**src/rtl/demux_router.sv**
```systemverilog
`default_nettype none
// ============================================================================
//  Module      : demux_router
//  Description : Registered, handshaked 1-to-2 demultiplexer. Each output
//                owns a single-entry slot (full flag + data register). A
//                word offered on the input is steered by `select` into slot
//                A or slot B and appears on that output one cycle later.
//                Each output counts the words its consumer has taken.
//  Revision    : 1.0 - initial release
// ----------------------------------------------------------------------------
//  Ports
//    clock      in   rising-edge clock for all state
//    resetN     in   asynchronous active-low reset
//    inData     in   [WIDTH] word offered by upstream
//    inValid    in   upstream word valid
//    inReady    out  router accepts the offered word this cycle
//    select     in   destination of the offered word (0 -> A, 1 -> B)
//    outAData   out  [WIDTH] word held in slot A
//    outAValid  out  slot A full
//    outAReady  in   consumer A takes the word this cycle
//    outBData   out  [WIDTH] word held in slot B
//    outBValid  out  slot B full
//    outBReady  in   consumer B takes the word this cycle
//    countA     out  [CNTW] words delivered on A (wrapping)
//    countB     out  [CNTW] words delivered on B (wrapping)
// ============================================================================
module demux_router #(
  parameter int WIDTH = 16,
  parameter int CNTW  = 8
) (
  input  logic             clock,
  input  logic             resetN,
  input  logic [WIDTH-1:0] inData,
  input  logic             inValid,
  output logic             inReady,
  input  logic             select,
  output logic [WIDTH-1:0] outAData,
  output logic             outAValid,
  input  logic             outAReady,
  output logic [WIDTH-1:0] outBData,
  output logic             outBValid,
  input  logic             outBReady,
  output logic [CNTW-1:0]  countA,
  output logic [CNTW-1:0]  countB
);

  localparam logic            c_SEL_A   = 1'b0;
  localparam logic            c_SEL_B   = 1'b1;
  localparam logic [CNTW-1:0] c_CNT_ONE = {{(CNTW-1){1'b0}}, 1'b1};

  // Slot state
  logic             r_full_a;
  logic             r_full_b;
  logic [WIDTH-1:0] r_data_a;
  logic [WIDTH-1:0] r_data_b;
  logic [CNTW-1:0]  r_count_a;
  logic [CNTW-1:0]  r_count_b;

  // Handshake terms
  logic w_room_a;
  logic w_room_b;
  logic w_accept;
  logic w_acc_a;
  logic w_acc_b;
  logic w_drain_a;
  logic w_drain_b;

  // A slot can take a word if it is empty, or if its current word leaves
  // at this same edge; that second term gives one word per cycle per output.
  assign w_room_a = !r_full_a || outAReady;
  assign w_room_b = !r_full_b || outBReady;

  // Ready depends only on the selected slot, never on inValid, so upstream
  // may legally wait for ready before raising valid.
  assign inReady  = (select == c_SEL_B) ? w_room_b : w_room_a;

  assign w_accept  = inValid && inReady;
  assign w_acc_a   = w_accept && (select == c_SEL_A);
  assign w_acc_b   = w_accept && (select == c_SEL_B);
  assign w_drain_a = r_full_a && outAReady;
  assign w_drain_b = r_full_b && outBReady;

  // --------------------------------------------------------------------------
  // Slot A. A same-edge accept takes priority over the drain for the full
  // flag: the old word leaves and the new one replaces it, so the slot
  // stays full.
  // --------------------------------------------------------------------------
  always_ff @(posedge clock or negedge resetN) begin
    if (!resetN) begin
      r_full_a  <= 1'b0;
      r_data_a  <= '0;
      r_count_a <= '0;
    end else begin
      if (w_acc_a) begin
        r_full_a <= 1'b1;
        r_data_a <= inData;
      end else if (w_drain_a) begin
        r_full_a <= 1'b0;
      end
      if (w_drain_a) begin
        r_count_a <= r_count_a + c_CNT_ONE;
      end
    end
  end

  // --------------------------------------------------------------------------
  // Slot B, identical behaviour to slot A and fully independent of it.
  // --------------------------------------------------------------------------
  always_ff @(posedge clock or negedge resetN) begin
    if (!resetN) begin
      r_full_b  <= 1'b0;
      r_data_b  <= '0;
      r_count_b <= '0;
    end else begin
      if (w_acc_b) begin
        r_full_b <= 1'b1;
        r_data_b <= inData;
      end else if (w_drain_b) begin
        r_full_b <= 1'b0;
      end
      if (w_drain_b) begin
        r_count_b <= r_count_b + c_CNT_ONE;
      end
    end
  end

  // All outputs come straight from registers; no input reaches an output
  // data/valid combinationally.
  assign outAValid = r_full_a;
  assign outAData  = r_data_a;
  assign outBValid = r_full_b;
  assign outBData  = r_data_b;
  assign countA    = r_count_a;
  assign countB    = r_count_b;

  // --------------------------------------------------------------------------
  // Interface properties: a stalled word must hold still on its output.
  // --------------------------------------------------------------------------
  a_hold_a : assert property (@(posedge clock) disable iff (!resetN)
    (outAValid && !outAReady) |=> (outAValid && $stable(outAData)));

  a_hold_b : assert property (@(posedge clock) disable iff (!resetN)
    (outBValid && !outBReady) |=> (outBValid && $stable(outBData)));

endmodule : demux_router
`default_nettype wire

```
**config.mk**
```make
export PLATFORM = sky130hd
export DESIGN_NAME = demux_router
export DESIGN_NICKNAME = d
export VERILOG_FILES = /design/src/rtl/demux_router.sv
export SDC_FILE = /design/constraint.sdc
export NUM_CORES = 1
export LEC_CHECK = 0
export ABC_CLOCK_PERIOD_IN_PS = 2800
export CORE_MARGIN = 1.5
export CORE_UTILIZATION = 48
export DETAILED_ROUTE_END_ITERATION = 8
export PLACE_DENSITY = 0.82
export SYNTH_ARGS = -nofsm -noshare
export SYNTH_HDL_FRONTEND = slang
export SYNTH_SLANG_ARGS = --single-unit
```
**constraint.sdc**
```tcl
create_clock -name clock -period 2.8 [get_ports clock]
set_clock_uncertainty 0.05 [all_clocks]
set_input_delay 0.56 -clock clock [delete_from_list [all_inputs] [get_ports clock]]
set_output_delay 0.56 -clock clock [all_outputs]
set_load 0.03 [all_outputs]
```
==> results.txt, run 1 <==
Ys async rst share: 100%
Iter 0 DRT Violations: 35
Placer's final routability congestion estimate: 0.716
Clock tree from TritonCTS: yes
Final Hold Viols: 0
Slew margin rel.: 71.6%
Maximum Capacitance Violations: 0
Width of the chip: 68.3 microns
Mapped Area: 2050 sq um
Congestion Overflow GR: 0
Number of buffers on the longest clock path: 2
Crit-path max FO: 3
DRC violations left: 0
Area growth, synth to finish: 41.3%
Number of antenna violations at the first check in global routing: 0
Post-Synth Simple-Gate Area: 8.44%
Synthesized-area fraction occupied by ao, oa, aoi and oai cells: 0%
Clock-pin transition on the worst setup and hold timing paths: 90 ps
Worst-margin pin slew: 426 ps
Synthesized area per cell: 15.2 sq um
Cell chosen for the clock root: clkbuf_8
CORE AREA: 4060 sq um
Setup repair after global routing missed its margin: no
Post-layout instance count excluding filler cells: 264
Number of antenna-violating nets in the routed design: 0
Final WL: 4170 microns
Crit path cell chain: clkdlybuf4s50_1, nand2b_2, mux2_2, clkdlybuf4s50_1
Xor/xnor cell area share of the yosys netlist: 5.99%
Number of H-tree branching levels: 2
Most common cell in the synthesized netlist: dfrtp_1
Crit. End Element: output port
Type of the worst setup path: primary input to output port
Main combinational cell family by area after synthesis: multiplexers
Detailed-router iteration count before antenna repair: 4
Number of clock buffers inserted by TritonCTS: 5
Pleak: 1.29 nW
Starting density of the core: 50.4%
Synthesis-stage register bit count: 50
Required @ worst endpoint: 2190 ps
Top flip-flop cell by instance count after synthesis: dfrtp_1
Adder-cell share of the synthesized area: 1.22%
Slowest cell on the critical path: clkdlybuf4s50_1
Buffer count from post-CTS setup fixing: 0
Via count of the first global-routing pass: 1442
Final instance area: 2890 sq um
Number of top-level design ports: 73
Detailed placement HPWL: 3050 microns
Worst skew pair latency: 310 ps
Share of the yosys chip area belonging to registers: 61.2%
Minimum hold slack: 99.6 ps
Largest cells by area after synthesis: dfrtp_1 61%, mux2_2 14%, mux2_4 7.3%, xor2_1 4.3%, nand2_1 2.4%
Number of vias in the routed layout: 1364
Clk sinks: 50
Top cell type's share of synthesized area: 61.2%
Number of nets produced by synthesis: 159
Min Tclk post-route: 2710 ps
Cell Pwr Density: 829 nW/um^2
Number of buffers inserted by port buffering: 72
Cell occurring most often along the worst timing path: clkdlybuf4s50_1
Hold buffer count at cts: 0
Count of flip-flops with a built-in enable after synthesis: 0
Final number of setup-violating endpoints: 0
Number of different library cells in the post-synthesis netlist: 17
Placed cell area: 2800 sq um
Chip Height: 68.3 microns
Warning count from the yosys run: 0
Filler cell count in the final layout: 283
Setup TNS Final: 0 ps
Multiplexer share of the synthesized area: 21.1%
Post-layout utilization of the core: 71.3%
Commonest cells in the synthesized netlist: 50 x dfrtp_1, 25 x mux2_2, 13 x nand2_1
Cells after DPL: 256
Gate Count Post-Synth: 135
Number of gates given a new drive strength after cts: 0
Pin count of the biggest net entering global routing: 36
Critical Path Max Stage Delay: 600 ps
Status: completed
Global Route Usage Sum: 20.0%
Critical path launch point type: primary input
Die Area: 4660 sq um
Final antenna diode count: 0
Row Count: 23
Share of the clock period used by the worst path after layout: 96.8%
Hold/Removal Path Class: primary input to async pin
Net count, final: 237
Signal arrival time at the worst endpoint: 2100 ps
Detail-routed via count per cell: 5.17
Number of max-slew violations in the final report: 0
FMAX: 0.369 GHz
Dominant cell type by area after synthesis: dfrtp_1
WL/cell: 15.8 microns
First-pass GRT wire length: 6590 microns
Ratio of cells with drive above 1 in the final layout: 23.4%
Maximum ir drop on the vdd rail: 0.442 mV
==> cells in the final DEF, fill, tap and decap left out, types with 6 or more instances in the layout <==
cell type,count
clkdlybuf4s50_1,71
dfrtp_1,50
clkbuf_8,6
mux2_2,25
nand2_1,13
xor2_1,10
mux2_4,10
==> final timing paths <==
check                                from      endpoint  slack [ps]  depth (start not counted)
worst max-delay path            outAReady       inReady          90                          4
worst min-delay path               resetN     countB[2]         100                          1
worst max register to register  outBValid  outBData[13]        1290                          4
worst min register to register  countB[7]     countB[7]         430                          1
max in group asynchronous          resetN     countA[6]        1850                          2
min in group clock              countB[7]     countB[7]         430                          1
==> where the power goes <==
part           internal, mW  total [mW]  switching [mW]
logic                 0.443       0.945           0.502
clock network         0.199       0.432           0.234
registers             0.880        1.02           0.141
==> final cells by class <==
type                    instances  area [sq um]  share of cell area, %
clock buffers                   6          82.6                   2.86
flip-flops and latches         50          1250                   43.3
well taps                      50          62.6                   2.16
repair buffers                 74           731                   25.3
multi-input cells              82           752                   26.0
clock inverters                 2          12.5                  0.433
==> layer usage <==
layer / wire length, microns / vias up / part of all wire [%] / track usage (%)
li1: - / 616 / - / -
met1: 1570 / 673 / 38 / 21.2
met2: 2090 / 65 / 50 / 33.4
met3: 387 / 10 / 9.3 / 7.89
met4: 119 / 0 / 2.9 / 12.3
met5: 0 / - / 0 / 0
==> kinds of logic after synthesis <==
family,after synthesis
buffers and inverters,3
xor gates and xnor gates,14
adders and majority gates,2
DFF,50
and+or+nand+nor,31
muxes,35
==> worst max-delay path: cells and delay by family <==
kind,cells,cell delay (ps)
multiplexers,1,270
buffers and inverters,2,1040
AND/OR/NAND/NOR,1,230
==> sequential cells by signal, summed over array words and instances, names as in the netlist <==
signal	cells
countA	8
countB	8
outBValid	1
outBData	16
outAValid	1
outAData	16
==> through the flow <==
stage               setup slack (ps)  power, mW
CTS                             82.7       2.43
floorplan                       1080       1.55
global route                    33.6       2.52
finish                          90.2       2.40
global placement                72.6       1.95
detailed placement              92.0       1.99
No activity file was read; power rests on OpenSTA's default activity.
==> run 2: changes to the inputs <==
--- a/config.mk
+++ b/config.mk
@@ -9,6 +9,7 @@
 export CORE_MARGIN = 1.5
 export CORE_UTILIZATION = 48
 export DETAILED_ROUTE_END_ITERATION = 8
+export HOLD_SLACK_MARGIN = 0.06
 export PLACE_DENSITY = 0.82
 export SYNTH_ARGS = -nofsm -noshare
 export SYNTH_HDL_FRONTEND = slang
==> results of run 2 <==
The final DEF is identical to that of run 1; final timing and power are the same.
